File: src/rtl/puf_pkg.sv
// Shared state encoding, vote count and challenge-decoding helpers for the RO-PUF pair core.
// PUF_MAJORITY_VOTE_EN selects three measurements per valid pair instead of one.
package puf_pkg;

    typedef enum logic [2:0] {
        ST_IDLE,
        ST_SETTLE,
        ST_COUNT,
        ST_CMP,
        ST_DONE
    } state_e;

`ifdef PUF_MAJORITY_VOTE_EN
    localparam int VOTES = 3;
`else
    localparam int VOTES = 1;
`endif

    // Challenges are zero-extended to this width before decoding.
    localparam int CHAL_MAX_W = 1024;

    // Returns RO index A (is_b=0) or B (is_b=1) of pair idx.
    function automatic logic [31:0] pair_sel(input logic [CHAL_MAX_W-1:0] chal,
                                             input int idx,
                                             input int sel_w,
                                             input logic is_b);
        logic [31:0] mask;
        mask = (32'h1 << sel_w) - 32'h1;
        return 32'(chal >> ((2 * idx + int'(is_b)) * sel_w)) & mask;
    endfunction

    function automatic logic pair_valid(input logic [31:0] a,
                                        input logic [31:0] b,
                                        input int num_ro);
        return (a != b) && (a < 32'(num_ro)) && (b < 32'(num_ro));
    endfunction

endpackage

File: src/rtl/ro_edge_counter.sv
// Synchronises one async RO output, detects rising edges and counts them (saturating).
// Latency: an RO rising edge reaches the count three clk edges later.
// Backpressure: none; clr wins over cnt_en.
module ro_edge_counter #(
    parameter int CNT_W = 16
) (
    input  logic             clk,
    input  logic             rst_n,
    input  logic             ro_async,
    input  logic             clr,
    input  logic             cnt_en,
    output logic [CNT_W-1:0] cnt
);

    logic [2:0]       sync_q, sync_d;
    logic [CNT_W-1:0] cnt_q, cnt_d;
    logic             rise;

    always_comb begin
        sync_d = {sync_q[1:0], ro_async};
        // sync_q[1] is the synchronised level, sync_q[2] its previous value
        rise   = sync_q[1] & ~sync_q[2];
        cnt_d  = cnt_q;
        if (clr) begin
            cnt_d = '0;
        end else if (cnt_en && rise && (cnt_q != {CNT_W{1'b1}})) begin
            cnt_d = cnt_q + CNT_W'(1);
        end
    end

    always_ff @(posedge clk or negedge rst_n) begin
        if (!rst_n) begin
            sync_q <= '0;
            cnt_q  <= '0;
        end else begin
            sync_q <= sync_d;
            cnt_q  <= cnt_d;
        end
    end

    assign cnt = cnt_q;

endmodule

File: src/rtl/ro_puf_pair_core.sv
// RO-PUF measurement core: per challenge pair, enable two ROs, settle, count edges, compare (PUF_MAJORITY_VOTE_EN: 3 votes).
// Latency: 1 + sum(valid: VOTES*(SETTLE+WINDOW+1), invalid: 1) + 1 cycles from start to done.
// Backpressure: start and challenge are ignored while busy; results hold until the next accepted start.
module ro_puf_pair_core
    import puf_pkg::*;
#(
    parameter int  NUM_RO    = 16,
    parameter int  RESP_BITS = 8,
    parameter int  CNT_W     = 16,
    parameter int  WINDOW    = 4096,
    parameter int  SETTLE    = 8,
    localparam int SEL_W     = $clog2(NUM_RO)
) (
    input  logic                         clk,
    input  logic                         rst_n,
    input  logic                         start,
    input  logic [RESP_BITS*2*SEL_W-1:0] challenge,
    input  logic [NUM_RO-1:0]            ro_in,
    output logic [NUM_RO-1:0]            ro_en,
    output logic                         busy,
    output logic                         done,
    output logic [RESP_BITS-1:0]         response,
    output logic [RESP_BITS-1:0]         tie_mask
);

    localparam int CHAL_W  = RESP_BITS * 2 * SEL_W;
    localparam int IDX_W   = (RESP_BITS > 1) ? $clog2(RESP_BITS) : 1;
    localparam int TMR_MAX = (WINDOW > SETTLE) ? WINDOW : SETTLE;
    localparam int TMR_W   = $clog2(TMR_MAX + 1);

    localparam logic [TMR_W-1:0] SETTLE_LAST = TMR_W'(SETTLE - 1);
    localparam logic [TMR_W-1:0] WINDOW_LAST = TMR_W'(WINDOW - 1);
    localparam logic [IDX_W-1:0] IDX_LAST    = IDX_W'(RESP_BITS - 1);
    localparam logic [1:0]       VOTE_LAST   = 2'(VOTES - 1);
    localparam logic [1:0]       VOTE_ALL    = 2'(VOTES);
    localparam logic [1:0]       VOTE_MAJ    = 2'((VOTES + 1) / 2);

    state_e                 state_q, state_d;
    logic [IDX_W-1:0]       idx_q, idx_d;
    logic [1:0]             vote_q, vote_d;
    logic [TMR_W-1:0]       tmr_q, tmr_d;
    logic [CHAL_W-1:0]      chal_q, chal_d;
    logic [RESP_BITS-1:0]   resp_q, resp_d;
    logic [RESP_BITS-1:0]   tie_q, tie_d;
    logic [1:0]             gt_acc_q, gt_acc_d;
    logic                   tie_acc_q, tie_acc_d;

    logic [CHAL_MAX_W-1:0]  chal_cur, chal_nxt;
    logic [31:0]            nxt_idx;
    logic [31:0]            cur_a, cur_b, nxt_a, nxt_b;
    logic                   cur_ok, nxt_ok;
    logic [SEL_W-1:0]       sel_a, sel_b;
    logic [CNT_W-1:0]       cnt_a, cnt_b;
    logic                   ro_a, ro_b;
    logic                   gt_now, tie_now, tie_any, pair_done;
    logic [1:0]             gt_tot;

    // Current pair comes from the latched challenge; the "next" pair is pair 0 of the
    // live input while idle, otherwise the pair after the current one.
    always_comb begin
        chal_cur = CHAL_MAX_W'(chal_q);
        chal_nxt = (state_q == ST_IDLE) ? CHAL_MAX_W'(challenge) : chal_cur;
        nxt_idx  = (state_q == ST_IDLE) ? 32'd0 : 32'(idx_q) + 32'd1;
        cur_a    = pair_sel(chal_cur, int'(32'(idx_q)), SEL_W, 1'b0);
        cur_b    = pair_sel(chal_cur, int'(32'(idx_q)), SEL_W, 1'b1);
        nxt_a    = pair_sel(chal_nxt, int'(nxt_idx), SEL_W, 1'b0);
        nxt_b    = pair_sel(chal_nxt, int'(nxt_idx), SEL_W, 1'b1);
        cur_ok   = pair_valid(cur_a, cur_b, NUM_RO);
        nxt_ok   = pair_valid(nxt_a, nxt_b, NUM_RO);
        sel_a    = SEL_W'(cur_a);
        sel_b    = SEL_W'(cur_b);
    end

    always_comb begin
        ro_en = '0;
        if ((state_q == ST_SETTLE) || (state_q == ST_COUNT)) begin
            ro_en[sel_a] = 1'b1;
            ro_en[sel_b] = 1'b1;
        end
    end

    assign ro_a = ro_in[sel_a];
    assign ro_b = ro_in[sel_b];

    ro_edge_counter #(.CNT_W(CNT_W)) u_cnt_a (
        .clk      (clk),
        .rst_n    (rst_n),
        .ro_async (ro_a),
        .clr      ((state_q != ST_COUNT) && (state_q != ST_CMP)),
        .cnt_en   (state_q == ST_COUNT),
        .cnt      (cnt_a)
    );

    ro_edge_counter #(.CNT_W(CNT_W)) u_cnt_b (
        .clk      (clk),
        .rst_n    (rst_n),
        .ro_async (ro_b),
        .clr      ((state_q != ST_COUNT) && (state_q != ST_CMP)),
        .cnt_en   (state_q == ST_COUNT),
        .cnt      (cnt_b)
    );

    always_comb begin
        state_d   = state_q;
        idx_d     = idx_q;
        vote_d    = vote_q;
        tmr_d     = tmr_q;
        chal_d    = chal_q;
        resp_d    = resp_q;
        tie_d     = tie_q;
        gt_acc_d  = gt_acc_q;
        tie_acc_d = tie_acc_q;
        gt_now    = (cnt_a > cnt_b);
        tie_now   = (cnt_a == cnt_b);
        gt_tot    = gt_acc_q + {1'b0, gt_now};
        tie_any   = tie_acc_q | tie_now;
        pair_done = 1'b0;

        unique case (state_q)
            ST_IDLE: begin
                if (start) begin
                    chal_d    = challenge;
                    resp_d    = '0;
                    tie_d     = '0;
                    idx_d     = '0;
                    vote_d    = '0;
                    tmr_d     = '0;
                    gt_acc_d  = '0;
                    tie_acc_d = 1'b0;
                    state_d   = nxt_ok ? ST_SETTLE : ST_CMP;
                end
            end
            ST_SETTLE: begin
                if (tmr_q == SETTLE_LAST) begin
                    tmr_d   = '0;
                    state_d = ST_COUNT;
                end else begin
                    tmr_d = tmr_q + TMR_W'(1);
                end
            end
            ST_COUNT: begin
                if (tmr_q == WINDOW_LAST) begin
                    tmr_d   = '0;
                    state_d = ST_CMP;
                end else begin
                    tmr_d = tmr_q + TMR_W'(1);
                end
            end
            ST_CMP: begin
                if (!cur_ok) begin
                    resp_d[idx_q] = 1'b0;
                    tie_d[idx_q]  = 1'b1;
                    pair_done     = 1'b1;
                end else if (vote_q == VOTE_LAST) begin
                    // Disagreement between votes is flagged like a tie
                    resp_d[idx_q] = (gt_tot >= VOTE_MAJ);
                    tie_d[idx_q]  = tie_any || ((gt_tot != 2'd0) && (gt_tot != VOTE_ALL));
                    vote_d        = '0;
                    gt_acc_d      = '0;
                    tie_acc_d     = 1'b0;
                    pair_done     = 1'b1;
                end else begin
                    vote_d    = vote_q + 2'd1;
                    gt_acc_d  = gt_tot;
                    tie_acc_d = tie_any;
                    state_d   = ST_SETTLE;
                end
                if (pair_done) begin
                    if (idx_q == IDX_LAST) begin
                        state_d = ST_DONE;
                    end else begin
                        idx_d   = idx_q + IDX_W'(1);
                        state_d = nxt_ok ? ST_SETTLE : ST_CMP;
                    end
                end
            end
            ST_DONE: begin
                state_d = ST_IDLE;
            end
            default: begin
                state_d = ST_IDLE;
            end
        endcase
    end

    always_ff @(posedge clk or negedge rst_n) begin
        if (!rst_n) begin
            state_q   <= ST_IDLE;
            idx_q     <= '0;
            vote_q    <= '0;
            tmr_q     <= '0;
            chal_q    <= '0;
            resp_q    <= '0;
            tie_q     <= '0;
            gt_acc_q  <= '0;
            tie_acc_q <= 1'b0;
        end else begin
            state_q   <= state_d;
            idx_q     <= idx_d;
            vote_q    <= vote_d;
            tmr_q     <= tmr_d;
            chal_q    <= chal_d;
            resp_q    <= resp_d;
            tie_q     <= tie_d;
            gt_acc_q  <= gt_acc_d;
            tie_acc_q <= tie_acc_d;
        end
    end

    assign busy     = (state_q != ST_IDLE);
    assign done     = (state_q == ST_DONE);
    assign response = resp_q;
    assign tie_mask = tie_q;

endmodule

File: config.mk
export PLATFORM = sky130hd
export DESIGN_NAME = ro_puf_pair_core
export DESIGN_NICKNAME = d
export VERILOG_FILES = /design/src/rtl/puf_pkg.sv /design/src/rtl/ro_edge_counter.sv /design/src/rtl/ro_puf_pair_core.sv
export SDC_FILE = /design/constraint.sdc
export NUM_CORES = 1
export LEC_CHECK = 0
export CAP_MARGIN = 20
export CORE_UTILIZATION = 40
export DETAILED_ROUTE_END_ITERATION = 8
export SLEW_MARGIN = 20
export SYNTH_ARGS = -nofsm -noshare
export SYNTH_HDL_FRONTEND = slang
export SYNTH_SLANG_ARGS = --single-unit
File: constraint.sdc
create_clock -name clk -period 3.04 [get_ports clk]
set_input_delay 0.608 -clock clk [delete_from_list [all_inputs] [get_ports clk]]
set_output_delay 0.608 -clock clk [all_outputs]
set_load 0.02 [all_outputs]
==> impl_metrics.json, run 1 <==
{
  "status": "finished, violations left",
  "violations": "setup timing",
  "slew_headroom_pct": 47.6,
  "switching_share_pct": 40.5,
  "cts_tree": "yes",
  "pin_count": 117,
  "synthFlopType": "dfrtp_1",
  "die_x_um": 147,
  "synth_xor_area_share_pct": 3.85,
  "wl_um": 23100,
  "syn-num-nets": 1019,
  "synth-simple-area-share_pct": 21.9,
  "start_kind": "flop",
  "synth_top_family_by_area": "simple AND/OR/NAND/NOR gates",
  "yosys.cell_count.top_type": "nand2_1",
  "syn_inst": 912,
  "endpoint_kind": "output port",
  "core.rowCount": 52,
  "ys_async_sr_fraction_pct": 100,
  "grt_pass1_wl_um": 37500,
  "die_area_mm2": 0.0216,
  "powerDensity_mw_per_mm2": 1090,
  "ff_latch_area_mm2": 0.00356,
  "path_max_fanout": 6,
  "place_area_mm2": 0.0104,
  "dieHeight_um": 147,
  "cts_max_level": 4,
  "yosysSeqAreaShare_pct": 42.2,
  "setup_violations": 17,
  "cp.required_ns": 2.43,
  "grtUsageTotal_pct": 22.1,
  "synthDistinctLibCells": 73,
  "post-route-cell-area_mm2": 0.0116,
  "finalHoldViolations": 0,
  "critPathKind": "reg2out",
  "synthAdderAreaFrac_pct": 3.57,
  "power_frac_comb_pct": 58.3,
  "synth-seq-cells": 142,
  "rsz0062_at_grt": "yes",
  "clockPowerShare_pct": 18.7,
  "clk_pin_slew_ns": 0.06,
  "maxCapViolations": 0,
  "dp_hpwl_um": 16700,
  "fin_nets": 1206,
  "drcViolationCount": 0,
  "startpoint": "idx_q[0]",
  "post_synth_instance_area_mm2": 0.00842,
  "fin_ws_ns": -0.103,
  "gp_congestion": 0.861,
  "clock_latency_ns": 0.43,
  "min_period_over_period_pct": 103,
  "syn_to_final_growth_pct": 38.2,
  "synth.top_cells.by_area": "dfrtp_1 42%, nand2_1 11%, mux4_2 7.0%, mux2i_1 3.8%, ha_1 3.6%",
  "multi_input_area_mm2": 0.00494,
  "core_region_area_mm2": 0.0204,
  "worst_slew_pin_slew_ns": 0.786,
  "synth_top_area_share_pct": 42.2,
  "fmax_mhz": 318,
  "cts_buffer_depth": 2,
  "grt_max_degree": 69,
  "arrival_ns": 2.54,
  "synth_top_cell_by_area": "dfrtp_1",
  "grt_antenna_before_repair": 0,
  "grt_pass1_vias": 7192,
  "n_antenna_cell": 0,
  "seqPwrFrac_pct": 23.0,
  "ys_warn_count": 0,
  "ys_top_cells_by_count": "242 x nand2_1, 142 x dfrtp_1, 65 x nor2_1",
  "peakVddDrop_uv": 536,
  "fillers": 1795,
  "p_sw_mw": 5.14,
  "clock-root-buffer": "clkbuf_16",
  "synthMuxAreaShare_pct": 12.4,
  "place_inst": 1333,
  "r2r-start": "idx_q[0]",
  "initial_core_util_pct": 41.2,
  "leakage_nw": 5.18,
  "drtIter0Drc": 384,
  "drive_above_1_share_pct": 23.4,
  "hp-class": "in2async",
  "grt_overflow": 0,
  "synth-edff-count": 0,
  "internal-power_mw": 7.55,
  "fin_skew_ns": 0.00976,
  "port_buffers": 116,
  "drtPass1Iterations": 5,
  "instances_no_fill": 1382,
  "clkSinkCount": 142,
  "via_per_inst": 5.25,
  "period_minus_slack_ns": 3.14,
  "slew_viol_final": 0,
  "cts_buffers": 17,
  "postRouteAntennaNets": 0,
  "wl_per_cell_um": 16.7,
  "setup_tns_ns": -0.832,
  "syn_avg_cell_area_um2": 9.23,
  "synth_compound_area_share_pct": 12.3,
  "dr_total_vias": 7261
}
==> logic make-up (layout without fill, tap and decap cells) <==
family,after synthesis,after routing
mux,68,68
compound gates,149,149
fa+ha+maj,24,24
buf+inv,76,276
simple gates,416,416
xor+xnor,37,37
flops,142,142
==> path summary, 6_finish.rpt <==
kind                                      to  slack [ns]  cells past startpoint
setup / recovery                    ro_en[1]       -0.10                     10
hold / removal                      tmr_q[5]        0.07                      1
setup reg to reg                 tie_mask[7]       -0.01                     11
hold reg to reg            u_cnt_a.sync_q[1]        0.35                      0
max in group asynchronous           idx_q[2]        2.20                      2
min in group clk           u_cnt_a.sync_q[1]        0.35                      0
==> worst max-delay path, cell delays in order (launching register included) <==
cell      delay [ns]
dfrtp_2         0.47
buf_12          0.16
buf_6           0.11
and2b_2         0.21
a221oi_2        0.23
o21ai_1         0.11
buf_4           0.18
and2_4          0.19
a22oi_2         0.15
nor2_1          0.08
buf_4           0.20
==> power by group through the flow <==
stage | clock network, mW | registers (mW) | logic [mW]
after global placement | 0 | 2.92 | 6.19
after global routing | 2.49 | 3.00 | 7.96
final | 2.37 | 2.92 | 7.39
after floorplan | 0 | 2.78 | 4.04
after CTS | 2.41 | 2.92 | 6.84
after detailed placement | 0 | 2.94 | 6.24
==> layer usage <==
layer | GRT usage (%) | vias up | share of wire [%]
met1 | 29.1 | 3496 | 45
met5 | 0 | - | 0
met2 | 36.5 | 167 | 49
met4 | 7.94 | 0 | 2.2
met3 | 3.66 | 32 | 3.3
li1 | - | 3566 | -
==> timing repair <==
action | CTS | global route
hold buffers | 0 | 0
endpoints found under the setup margin | 20 | 40
resized for setup | 122 | 61
cloned | 2 | 0
buffers inserted | 9 | 8
pin swaps | 11 | 29
==> state kept, by name, summed over array words and instances (netlist names) <==
register	count
chal_q	64
u_cnt_a.cnt	16
u_cnt_b.cnt	16
tmr_q	13
response	8
tie_mask	8
idx_q	3
state_q	3
u_cnt_a.sync_q	3
u_cnt_b.sync_q	3
gt_acc_q	2
vote_q	2
tie_acc_q	1
==> layout make-up <==
| type | count | area share, % |
|---|---|---|
| Tap cell | 270 | 2.90 |
| Sequential cell | 142 | 30.6 |
| Clock buffer | 18 | 3.77 |
| Multi-Input combinational cell | 694 | 42.5 |
| Inverter | 31 | 1.00 |
| Clock inverter | 14 | 1.96 |
| Timing Repair Buffer | 213 | 17.3 |
==> placed cells by master (no fill, tap or decap), types with 12 or more instances in the layout <==
cell               n
clkdlybuf4s50_1   99
xnor2_1           22
inv_1             27
clkbuf_16         17
nand2b_1          12
nand2_1          240
mux2i_1           30
ha_1              21
o21ai_0           32
buf_6             12
a22oi_2           15
buf_4             93
nand3_1           19
mux4_2            26
dfrtp_1          139
a21oi_1           16
nor2_1            60
==> metrics by stage <==
stage | hold WS, ns | utilization, % | total power [mW] | worst slack, ns
after global routing | 0.0868 | 56.9 | 13.4 | -0.175
after detailed placement | 0.340 | 50.9 | 9.18 | -0.229
after floorplan | 0.312 | - | 6.82 | 0.146
final | 0.0685 | 56.9 | 12.7 | -0.103
after global placement | 0.333 | 50.9 | 9.11 | -0.172
after CTS | 0.0776 | 55.5 | 12.2 | -0.104
Note: power is estimated with default switching activity, not from simulation.
==> run 2, diff against run 1 <==
--- a/config.mk
+++ b/config.mk
@@ -6,8 +6,10 @@
 export NUM_CORES = 1
 export LEC_CHECK = 0
 export CAP_MARGIN = 20
-export CORE_UTILIZATION = 40
+export CORE_UTILIZATION = 50
 export DETAILED_ROUTE_END_ITERATION = 8
+export GPL_TIMING_DRIVEN = 0
+export PLACE_DENSITY = 0.77
 export SLEW_MARGIN = 20
 export SYNTH_ARGS = -nofsm -noshare
 export SYNTH_HDL_FRONTEND = slang
==> run 2 against run 1 <==
  * The run still ends with setup timing left
  * Highest routed layer unchanged
  * Critical endpoint is now ro_en[4]
  * Register-to-register slack got worse by 0.02 ns
  * Die area fell by 20%
  * Global-route usage rose by 7.0 points
==> impl_metrics.json, run 2 (synthesis results as in run 1) <==
{
  "maxCapViolations": 0,
  "dieHeight_um": 132,
  "pin_count": 117,
  "n_antenna_cell": 0,
  "drcViolationCount": 0,
  "grt.busiest_layer": "met2",
  "cp.required_ns": 2.43,
  "slew_viol_final": 0,
  "cts_tree": "yes",
  "status": "finished, violations left",
  "hold_buffers": 0,
  "hp-class": "in2async",
  "grt_pass1_vias": 7703,
  "via_per_inst": 5.96,
  "fin_ws_ns": -0.169,
  "fmax_mhz": 312,
  "slew_headroom_pct": 49.3,
  "min_period_over_period_pct": 106,
  "violations": "setup timing",
  "ff_latch_area_mm2": 0.00356,
  "p_sw_mw": 5.38,
  "powerDensity_mw_per_mm2": 1120,
  "worstRegToRegCells": 13,
  "power.total_mw": 12.7,
  "dr_total_vias": 7934,
  "final_cell_mix": "241 x nand2_1, 139 x dfrtp_1, 99 x clkdlybuf4s50_1, 60 x nor2_1, 59 x buf_4",
  "largest_reg_flops": 64,
  "r2r_slack_ns": -0.03,
  "drtIter0Drc": 790,
  "fin_nets": 1206,
  "wl_per_cell_um": 19.0,
  "switching_share_pct": 42.3,
  "port_buffers": 116,
  "grtUsageTotal_pct": 29.1,
  "grt_pass1_wl_um": 39300,
  "dp_hpwl_um": 16600,
  "postRouteAntennaNets": 0,
  "clock_latency_ns": 0.43,
  "worst_slew_pin_slew_ns": 0.760,
  "endpoint_kind": "output port",
  "drtPass1Iterations": 5,
  "internal-power_mw": 7.32,
  "multi_input_area_mm2": 0.00496,
  "rr_endpoint": "response[5]",
  "final_util_pct": 68.9,
  "power_frac_comb_pct": 59.2,
  "seqPwrFrac_pct": 23.2,
  "path_max_fanout": 5,
  "fin_skew_ns": 0.00907,
  "wl_um": 25300,
  "cts_buffers": 17,
  "cts_max_level": 4,
  "cts_buffer_depth": 2,
  "setup_violations": 22,
  "gp_congestion": 0.925,
  "grt_max_degree": 87,
  "largest_register": "chal_q",
  "grt_overflow": 0,
  "initial_core_util_pct": 51.0,
  "core_region_area_mm2": 0.0165,
  "finalHoldViolations": 0,
  "syn_to_final_growth_pct": 35.2,
  "critPathKind": "reg2out",
  "peakVddDrop_uv": 636,
  "met2_usage_pct": 48.2,
  "drive_above_1_share_pct": 20.2,
  "fillers": 1185,
  "clkSinkCount": 142,
  "clock-root-buffer": "clkbuf_16",
  "start_kind": "flop",
  "grt_antenna_before_repair": 0,
  "r2r-start": "idx_q[0]",
  "layout_commonest_cell": "nand2_1",
  "arrival_ns": 2.60,
  "die_x_um": 132,
  "setup_tns_ns": -2.22,
  "rsz0062_at_grt": "yes",
  "clk_pin_slew_ns": 0.06,
  "leakage_nw": 5.03,
  "die_area_mm2": 0.0174,
  "core.rowCount": 47,
  "use_met3_pct": 5.92,
  "period_minus_slack_ns": 3.21,
  "use_met1_pct": 36.3,
  "clockPowerShare_pct": 17.6
}
-- run 2: how the worst max path moves through the flow --
stage                             end            start  cells past startpoint
after detailed placement     ro_en[4]         idx_q[0]                      8
after floorplan           tie_mask[7]  u_cnt_a.cnt[12]                     12
after global placement     chal_q[19]            rst_n                      1
after global routing         ro_en[9]         idx_q[0]                      9
final                        ro_en[4]         idx_q[0]                      9
after CTS                    ro_en[4]         idx_q[0]                      9
-- run 2: metrics by stage --
stage / instance area, µm² / instances / worst slack (ns) / hold WS [ns]
floorplan: 8420 / 912 / 0.146 / 0.312
global placement: 9860 / 1248 / -4.39 / 0.341
detailed placement: 9890 / 1249 / -0.727 / 0.343
CTS: 11100 / 1318 / -0.149 / 0.114
global route: 11400 / 1331 / -0.266 / 0.131
finish: 11400 / 1331 / -0.169 / 0.102
-- run 2: layer usage --
layer	wire length, µm	vias to the layer above
li1	-	3567
met1	10100	3851
met2	12300	435
met3	1940	81
met4	955	0
met5	0	-
-- run 2: area by class of cell --
| cell class | instances | area share, % |
|---|---|---|
| buffer | 44 | 2.15 |
| clock buffer | 20 | 4.01 |
| clock inverter | 11 | 1.45 |
| inverter | 31 | 1.04 |
| multi-input combinational | 694 | 43.6 |
| sequential | 142 | 31.2 |
| tap | 220 | 2.42 |
| timing repair buffer | 169 | 14.1 |
-- run 2: worst max-delay path, stage by stage (launching register included) --
cell and delay, ns:
dfrtp_2 0.42, buf_8 0.14, buf_8 0.12, mux4_2 0.55
mux2i_4 0.26, buf_6 0.14, nor2b_4 0.17, a22oi_1 0.10
nor2_1 0.11, buf_4 0.16
-- run 2: power groups by stage --
stage	Sequential, mW	Clock (mW)	Combinational (mW)
after floorplan	2.78	0	4.04
after global placement	2.90	0	5.45
after detailed placement	2.92	0	5.58
after CTS	2.90	2.23	6.78
after global routing	2.99	2.32	7.95
final	2.94	2.24	7.52
-- run 2: what timing repair did --
action,CTS,global route
buffers inserted,38,13
pin swaps,13,25
gates resized for setup,154,43
hold endpoints to repair,0,0
setup endpoints to repair,39,38
gates cloned,1,0
